### src/rtl/dot_product_pkg.sv
// Shared types and defaults for the dot-product datapath (writer, reader, mem3, top level).
// Latency: n/a (declarations only).
// Backpressure: n/a.
package dot_product_pkg;

    // Default build parameters shared across the system.
    localparam int unsigned DEF_DATA_WIDTH      = 8;
    localparam int unsigned DEF_VECTOR_WIDTH    = 4;
    localparam int unsigned DEF_ADDR_WIDTH      = 5;
    localparam int unsigned DEF_BASE_ADDR       = 0;
    localparam int unsigned DEF_MEM3_ADDR_WIDTH = 4;

    // Reader control states.
    typedef enum logic [2:0] {
        ST_IDLE  = 3'd0,
        ST_READ  = 3'd1,
        ST_DRAIN = 3'd2,
        ST_WRITE = 3'd3,
        ST_DONE  = 3'd4
    } state_t;

    // Width that holds a sum of vw full-width unsigned products without overflow.
    function automatic int unsigned result_width(input int unsigned dw, input int unsigned vw);
        return 2 * dw + $clog2(vw);
    endfunction

endpackage

### src/rtl/dot_product_reader_mac_accumulator.sv
// Registered unsigned multiply-accumulate: acc <= clear ? 0 : acc + a*b when valid.
// Latency: 1 cycle from valid/a/b to updated acc.
// Backpressure: none; every valid cycle is absorbed.
//
// Ports:
//   clk, rst_n   clock and async active-low reset (acc -> 0)
//   i_clear      synchronous clear, wins over i_valid
//   i_valid      qualifies i_a/i_b for accumulation
//   i_a, i_b     DATA_WIDTH unsigned operands
//   o_acc        RESULT_WIDTH running sum
module mac_accumulator #(
    parameter int unsigned DATA_WIDTH   = 8,
    parameter int unsigned RESULT_WIDTH = 18
) (
    input  logic                    clk,
    input  logic                    rst_n,
    input  logic                    i_clear,
    input  logic                    i_valid,
    input  logic [DATA_WIDTH-1:0]   i_a,
    input  logic [DATA_WIDTH-1:0]   i_b,
    output logic [RESULT_WIDTH-1:0] o_acc
);

    logic [2*DATA_WIDTH-1:0] w_prod;
    logic [RESULT_WIDTH-1:0] r_acc;

    // Zero-extend operands so the product is computed at full width.
    assign w_prod = {{DATA_WIDTH{1'b0}}, i_a} * {{DATA_WIDTH{1'b0}}, i_b};

    always_ff @(posedge clk or negedge rst_n) begin
        if (!rst_n) begin
            r_acc <= '0;
        end else if (i_clear) begin
            r_acc <= '0;
        end else if (i_valid) begin
            r_acc <= r_acc + RESULT_WIDTH'(w_prod);
        end
    end

    assign o_acc = r_acc;

endmodule

### src/rtl/dot_product_reader.sv
// Reads VECTOR_WIDTH A/B element pairs, accumulates their dot product and writes it to mem3.
// Latency: reading_done/res_wr_en rise VECTOR_WIDTH+2 edges after start is sampled; busy for VECTOR_WIDTH+3 cycles.
// Backpressure: none; start_reading is ignored (not queued) while not IDLE.
//
// Ports:
//   clk, rst_n                 clock, async active-low reset
//   start_reading              start request, sampled only in IDLE
//   mem_rd_en, mem_rd_addr     shared read strobe/address to A and B memories
//   mem_a_data, mem_b_data     read data, valid one cycle after mem_rd_en
//   res_wr_en/addr/data        single-cycle mem3 write of the dot product
//   busy, reading_done         activity flag and one-cycle completion pulse
//   result_count               number of results written, wrapping
module dot_product_reader
    import dot_product_pkg::*;
#(
    parameter int unsigned DATA_WIDTH      = DEF_DATA_WIDTH,
    parameter int unsigned VECTOR_WIDTH    = DEF_VECTOR_WIDTH,
    parameter int unsigned ADDR_WIDTH      = DEF_ADDR_WIDTH,
    parameter int unsigned BASE_ADDR       = DEF_BASE_ADDR,
    parameter int unsigned RESULT_WIDTH    = result_width(DEF_DATA_WIDTH, DEF_VECTOR_WIDTH),
    parameter int unsigned MEM3_ADDR_WIDTH = DEF_MEM3_ADDR_WIDTH
) (
    input  logic                       clk,
    input  logic                       rst_n,
    input  logic                       start_reading,
    output logic                       mem_rd_en,
    output logic [ADDR_WIDTH-1:0]      mem_rd_addr,
    input  logic [DATA_WIDTH-1:0]      mem_a_data,
    input  logic [DATA_WIDTH-1:0]      mem_b_data,
    output logic                       res_wr_en,
    output logic [MEM3_ADDR_WIDTH-1:0] res_wr_addr,
    output logic [RESULT_WIDTH-1:0]    res_wr_data,
    output logic                       busy,
    output logic                       reading_done,
    output logic [MEM3_ADDR_WIDTH-1:0] result_count
);

    localparam int unsigned CNT_WIDTH = (VECTOR_WIDTH > 1) ? $clog2(VECTOR_WIDTH) : 1;
    localparam logic [CNT_WIDTH-1:0] LAST_IDX = CNT_WIDTH'(VECTOR_WIDTH - 1);

    state_t                     r_state;
    logic [CNT_WIDTH-1:0]       r_rd_cnt;
    logic                       r_rd_en;
    logic [ADDR_WIDTH-1:0]      r_rd_addr;
    logic                       r_rd_vld;     // mem_rd_en delayed to line up with read data
    logic                       r_wr_en;
    logic [MEM3_ADDR_WIDTH-1:0] r_wr_addr;
    logic [RESULT_WIDTH-1:0]    r_wr_data;
    logic                       r_busy;
    logic                       r_done;
    logic [MEM3_ADDR_WIDTH-1:0] r_result_count;

    logic                       w_start;
    logic [RESULT_WIDTH-1:0]    w_acc;

    // The accumulator clears on the same edge that accepts the start.
    assign w_start = (r_state == ST_IDLE) && start_reading;

    mac_accumulator #(
        .DATA_WIDTH   (DATA_WIDTH),
        .RESULT_WIDTH (RESULT_WIDTH)
    ) u_mac (
        .clk     (clk),
        .rst_n   (rst_n),
        .i_clear (w_start),
        .i_valid (r_rd_vld),
        .i_a     (mem_a_data),
        .i_b     (mem_b_data),
        .o_acc   (w_acc)
    );

    always_ff @(posedge clk or negedge rst_n) begin
        if (!rst_n) begin
            r_state        <= ST_IDLE;
            r_rd_cnt       <= '0;
            r_rd_en        <= 1'b0;
            r_rd_addr      <= '0;
            r_rd_vld       <= 1'b0;
            r_wr_en        <= 1'b0;
            r_wr_addr      <= '0;
            r_wr_data      <= '0;
            r_busy         <= 1'b0;
            r_done         <= 1'b0;
            r_result_count <= '0;
        end else begin
            r_rd_vld <= r_rd_en;
            case (r_state)
                ST_IDLE: begin
                    if (start_reading) begin
                        r_state   <= ST_READ;
                        r_rd_en   <= 1'b1;
                        r_rd_addr <= ADDR_WIDTH'(BASE_ADDR);
                        r_rd_cnt  <= '0;
                        r_busy    <= 1'b1;
                    end
                end
                ST_READ: begin
                    if (r_rd_cnt == LAST_IDX) begin
                        r_rd_en <= 1'b0;
                        r_state <= ST_DRAIN;
                    end else begin
                        // Address wraps naturally at 2^ADDR_WIDTH.
                        r_rd_addr <= r_rd_addr + ADDR_WIDTH'(1);
                        r_rd_cnt  <= r_rd_cnt + CNT_WIDTH'(1);
                    end
                end
                ST_DRAIN: begin
                    // Final product lands in the accumulator on this edge.
                    r_state <= ST_WRITE;
                end
                ST_WRITE: begin
                    r_wr_en   <= 1'b1;
                    r_wr_data <= w_acc;
                    r_wr_addr <= r_result_count;
                    r_done    <= 1'b1;
                    r_state   <= ST_DONE;
                end
                ST_DONE: begin
                    r_wr_en        <= 1'b0;
                    r_done         <= 1'b0;
                    r_result_count <= r_result_count + MEM3_ADDR_WIDTH'(1);
                    r_busy         <= 1'b0;
                    r_state        <= ST_IDLE;
                end
                default: begin
                    r_state <= ST_IDLE;
                end
            endcase
        end
    end

    assign mem_rd_en    = r_rd_en;
    assign mem_rd_addr  = r_rd_addr;
    assign res_wr_en    = r_wr_en;
    assign res_wr_addr  = r_wr_addr;
    assign res_wr_data  = r_wr_data;
    assign busy         = r_busy;
    assign reading_done = r_done;
    assign result_count = r_result_count;

endmodule
### config.mk
export PLATFORM = sky130hd
export DESIGN_NAME = dot_product_reader
export DESIGN_NICKNAME = d
export VERILOG_FILES = /design/src/rtl/dot_product_pkg.sv /design/src/rtl/dot_product_reader_mac_accumulator.sv /design/src/rtl/dot_product_reader.sv
export SDC_FILE = /design/constraint.sdc
export NUM_CORES = 1
export LEC_CHECK = 0
export BUFFER_PORTS_ARGS = -buffer_cell sky130_fd_sc_hd__clkbuf_2
export CAP_MARGIN = 20
export CORE_ASPECT_RATIO = 1.1
export CORE_MARGIN = 5
export CORE_UTILIZATION = 45
export CTS_BUF_LIST = sky130_fd_sc_hd__clkbuf_2 sky130_fd_sc_hd__clkbuf_4 sky130_fd_sc_hd__clkbuf_8
export CTS_CLUSTER_SIZE = 10
export DETAILED_ROUTE_END_ITERATION = 16
export HOLD_SLACK_MARGIN = 0.05
export SYNTH_ARGS = -nofsm -noshare
export SYNTH_HDL_FRONTEND = slang
export SYNTH_HIERARCHICAL = 1
export SYNTH_SLANG_ARGS = --single-unit
### constraint.sdc
create_clock -name clk -period 10.57 [get_ports clk]
set_input_delay 0.5285 -clock clk [delete_from_list [all_inputs] [get_ports clk]]
set_output_delay 0.5285 -clock clk [all_outputs]
set_load 0.05 [all_outputs]
After elaboration in Yosys (flattened, before gate mapping)
Cells that the tools add are included.

$add $sub $neg: 4. Multiply operators: 1. Divide/modulo/power cells: 0. Order comparisons: 0. Equal/unequal tests: 8. Shifts and indexed selects: 0. Multiplexer cells: 16. Bitwise gates (word level): 0. Reductions and logical operators: 10.

Operators by type and width (count): 18-bit two-way mux (2); 18-bit by 16-bit adder with 18-bit output (1); 8-bit by 8-bit multiplier with 16-bit output (1); 3-bit one-hot mux with 4 select lines (1); 5-bit two-way mux (2); 5-bit one-hot mux with 2 select lines (1); 2-bit nonzero test (4); 3-bit by 2-bit equality test with 1-bit output, second input constant (2); 3-bit two-way mux (2); 2-bit inequality test, second input constant (3); 1-bit one-hot mux with 2 select lines (3); 3-bit AND reduction (2); 5-bit by 1-bit adder with 5-bit output, second input constant (1); 4-bit by 1-bit adder with 4-bit output, second input constant (1); 2-bit two-way mux (2); 2-bit one-hot mux with 2 select lines (1); 2-bit AND reduction (2); 3-bit by 1-bit equality test with 1-bit output, second input constant (1); 3-bit equality test, second input constant (1); 3-bit logical NOT (1); 2-bit by 1-bit adder with 2-bit output, second input constant (1); 2-bit equality test, second input constant (1); 1-bit two-way mux (2); 1-bit logical AND (1).

Bits in registers: 58. Latch bits: 0. Memory bits (writable): 0. ROM bits: 0. Bits of input ports: 19. Output and inout port bits: 35. Logic and storage cells: 50. Memories kept: 0.

Logic depth before layout (Yosys ltp)
Depth in word-level cells: 4. Depth in mapped cells: 18.

Cells and area by module
The synthesis kept the hierarchy.

By module, submodules not included: mac_accumulator (instances 1, cells an instance 403, area each 3488.3 um2); dot_product_reader (instances 1, cells an instance 128, area each 1727.9 um2).

Least setup slack after synthesis
Ideal clock, no wire load.

Path kind: input port to flip-flop. Start point: in mem_b_data[1]. End point: reg u_mac.r_acc[17] (netlist: u_mac/o_acc[17]). Arrival: 4.573 ns. Path slack: 5.869 ns. Cell stages on the path: 16. Path buffers: 1. Cells stage by stage: clkbuf_1 nand2_1 fa_1 inv_1 fa_1 inv_1 fa_1 fa_1 inv_1 ha_1 o21a_1 o31a_1 o311a_1 or3_1 nand3_1 mux2_1.

Longest elaborated chain between the ends: 4.

Ends and longest elaborated chain: start: declaration (RTL line dot_product_reader.sv:29) `input logic [DATA_WIDTH-1:0] mem_b_data,`; 8-bit by 8-bit multiplier with 16-bit output (RTL line dot_product_reader_mac_accumulator.sv:28) `assign w_prod = {{DATA_WIDTH{1'b0}}, i_a} * {{DATA_WIDTH{1'b0}}, i_b};`; 18-bit by 16-bit adder with 18-bit output (RTL line dot_product_reader_mac_accumulator.sv:36) `r_acc <= r_acc + RESULT_WIDTH'(w_prod);`; 18-bit two-way mux (RTL line dot_product_reader_mac_accumulator.sv:35) `end else if (i_valid) begin`; 18-bit two-way mux (RTL line dot_product_reader_mac_accumulator.sv:33) `end else if (i_clear) begin`; end signal: assignment (RTL line dot_product_reader_mac_accumulator.sv:36); end: declaration (RTL line dot_product_reader_mac_accumulator.sv:25) `logic [RESULT_WIDTH-1:0] r_acc;`.

Every way passes these cells. The select of a mux whose other input is x is not followed. A chain may end at the register's enable or synchronous reset.

Final worst setup path
Start point: in mem_a_data[0]. End point: reg u_mac.r_acc[17] (netlist: u_mac/o_acc[17]).

Longest elaborated chain between the ends: 4.

Ends and longest elaborated chain: start: declaration (RTL line dot_product_reader.sv:28) `input logic [DATA_WIDTH-1:0] mem_a_data,`; 8-bit by 8-bit multiplier with 16-bit output (RTL line dot_product_reader_mac_accumulator.sv:28); 18-bit by 16-bit adder with 18-bit output (RTL line dot_product_reader_mac_accumulator.sv:36); 18-bit two-way mux (RTL line dot_product_reader_mac_accumulator.sv:35); 18-bit two-way mux (RTL line dot_product_reader_mac_accumulator.sv:33).

Every way passes these cells. The select of a mux whose other input is x is not followed.

==> summary.md <==
| Metric | Value |
|---|---|
| Fmax | `between 200 and 250 MHz` |
| Largest cells by area after synthesis | `dfrtp_1, fa_1, ha_1` |
| GR peak layer | `met2` |
| CTS Root Cell | `clkbuf_8` |
| Status | `finished, final reports clean` |
| Initial DRC Count | `about 190` |
| Setup TNS Final | `0 ps` |
| Post-synth EDFFs | `0` |
| Cell chain of the critical path | `clkbuf_2 > nand2_1 > fa_1 > fa_1 > inv_1 > fa_1 > inv_1 > fa_1 > inv_1 > ha_1 > o21a_1 > o31a_1 > o311a_1 > or3_1 > nand3_1 > mux2_1` |
| M3 GR Usage | `about 3.0%` |
| Synth area leader | `dfrtp_1` |
| RePlAce Congestion | `roughly 0.9` |
| Grt met2 use | `28.1%` |
| Layout Nets | `a little under 700` |
| Synthesized flop and latch total | `between 50 and 60` |
| Clock slew at reported path FFs | `about 60 ps` |
| Final Cycle Share | `roughly 44%` |
| Share of cells above drive strength 1 | `14.0%` |
| Clock Sinks | `58` |
| WP data required | `around 11000 ps` |
| Worst-Skew Late Latency | `approximately 330 ps` |
| Worst Setup SP | `mem_a_data[0]` |
| Hold WC Path Type | `primary input to asynchronous set/reset pin` |
| Unrepaired setup endpoints after global routing | `no` |
| Nature of the critical path startpoint | `primary input` |
| Max_cap viols | `0` |
| First-pass GRT wire length | `between 15000 and 20000 um` |
| Initial antenna violation count | `0` |
| Total GRT Usage | `16.9%` |
| Drt drc | `0` |
| Die Area | `13800 sq um` |
| CTS tree | `yes` |
| Share of flip-flops with an asynchronous set or reset | `between 90% and 100%` |
| Syn_nets | `between 600 and 700` |
| H-Tree Depth | `3` |
| Dpl hpwl | `8660 um` |
| Die height | `around 120 um` |
| Resized cells post-CTS | `0` |
| Instance count on the critical path | `16` |
| # rows | `between 40 and 50` |
| First-pass iteration count of the detailed router | `4` |
| Setup Buffers After CTS | `0` |
| Routed Antenna Nets | `0` |
| Ant diodes | `0` |
| Largest net degree at the start of global routing | `59` |
| Buf/Inv on CP | `4` |
| Synth cell types | `a little over 60` |
| Port bufs | `53` |
| Critical Path AT | `around 4900 ps` |
| Clock Tree Buf Depth | `2` |
| Slew @ Worst Pin | `around 720 ps` |
| Vias per inst | `about 5.2` |
| Filler Cells Inserted | `approximately 1100` |
| CP most frequent cell | `fa_1` |
| Mapped Cells | `about 530` |
| Post-cts hold buffer count | `0` |
| Die Span X | `between 100 and 150 um` |
| Path depth of the worst reg2reg path | `15` |
| Clock skew | `8.89 ps` |
| Setup violators final | `0` |
| Sequential area share after synthesis | `about 28%` |
| Final WL | `10900 um` |
| Routed wire per std cell | `approximately 15 um` |
| Initial Util | `45.6%` |
| Vias | `3811` |
| Area growth syn-to-layout | `11.1%` |
| Worst setup path end | `u_mac/o_acc[17]$_DFFE_PN0P_` |
| Yosys top cell area share | `27.8%` |
| Syn Area/Cell | `between 9 and 10 sq um` |
| Worst path max stage delay | `about 560 ps` |
| Vias in the first global route | `4058` |
| Tmin final | `between 4000 and 5000 ps` |
| Synthesized area | `5220 sq um` |
| Dominant synthesized flop cell | `dfrtp_1` |
| Crit path max fanout | `8` |
| Met1 usage | `22.6%` |
| Remaining Overflow, GRT | `0` |
| Register-to-register setup slack | `about 6100 ps` |
| Worst R2R Start | `u_mac/o_acc[6]$_DFFE_PN0P_` |
| CTS Buf Count | `9` |
| Final Max Tran Viols | `0` |
| Crit-path slowest cell | `fa_1` |
| Max transition margin | `51.9%` |
| WS Path Type | `primary input to flip-flop` |
| IO Count | `54` |
| R2r endpoint | `u_mac/o_acc[17]$_DFFE_PN0P_` |
| Final Hold Fails | `0` |
| Yosys warnings | `6` |
| Endpoint class of the critical path | `flip-flop` |
| Worst path top cell family by delay | `adder cells` |
| Core area | `~11000 sq um` |
[metrics by stage]
step           hold WS, ps  worst slack [ps]  utilization (%)  cells  instance area, sq um
3_3_place_gp           432              5590             49.0    719                  5600
4_1_cts                363              5890             50.5    734                  5780
3_5_place_dp           417              5550             49.0    719                  5600
5_1_grt                408              5690             50.6    735                  5790
6_report               335              5900             50.6    735                  5790
2_1_floorplan          233              5870                -    531                  5220
[cell families after synthesis]
logic type | synth area share (%)
compound gates | 9.76
xor+xnor | 1.01
fa+ha+maj | 29.5
buf+inv | 8.76
flops | 27.8
mux | 6.74
simple gates | 16.4
[metal layers]
layer | up-vias | part of all wire, %
met5 | - | 0
met4 | 0 | 2.4
met3 | 18 | 5.0
met2 | 90 | 49
met1 | 1873 | 43
li1 | 1830 | -
[registers in the layout, summed over array words and instances (netlist names)]
name,count
res_wr_addr,4
mem_rd_addr,5
r_state,3
reading_done,1
r_rd_cnt,2
result_count,4
r_rd_vld,1
res_wr_data,18
busy,1
u_mac/o_acc,18
mem_rd_en,1
[how the worst min path moves through the flow]
| stage | startpoint | to | slack [ps] | cells past startpoint |
|---|---|---|---|---|
| 2_1_floorplan | rst_n | busy$_DFFE_PN0P_ | 230 | 0 |
| 3_3_place_gp | mem_rd_en$_DFFE_PN0P_ | r_rd_vld$_DFF_PN0_ | 430 | 0 |
| 3_5_place_dp | mem_rd_en$_DFFE_PN0P_ | r_rd_vld$_DFF_PN0_ | 420 | 0 |
| 4_1_cts | rst_n | u_mac/o_acc[16]$_DFFE_PN0P_ | 360 | 2 |
| 5_1_grt | rst_n | mem_rd_addr[1]$_DFFE_PN0P_ | 410 | 2 |
| 6_report | rst_n | mem_rd_addr[1]$_DFFE_PN0P_ | 340 | 2 |
[synth_stat cells, types with 6 or more instances]
master     n
fa_1      50
and2_1    37
nand3b_1   6
mux2i_1    7
ha_1      43
inv_1     99
a21o_1     8
nand2_1   49
o21ai_0   11
a21oi_1   10
clkbuf_1   6
dfrtp_1   58
mux2_1    24
a22o_1     6
nor2_1    24
[cell usage in the layout (no fill, tap or decap), drive strengths merged, types with 16 or more instances in the layout]
cell type and n:
nor2 25, ha 43, and2 37, o21ai 16
clkbuf 65, inv 99, fa 50, mux2 25
dfrtp 58, nand2 49
[area by class of cell]
class / instances / area [sq um] / area share [%]
timing repair buffer: 56 / 295 / 5.10
clock buffer: 12 / 159 / 2.74
clock inverter: 3 / 15.0 / 0.259
tap: 150 / 188 / 3.24
sequential: 58 / 1450 / 25.1
inverter: 99 / 372 / 6.41
multi-input combinational: 357 / 3310 / 57.2
Power is not shown: default switching activity piles up to over one toggle a cycle in this logic, so the estimate is an artifact.
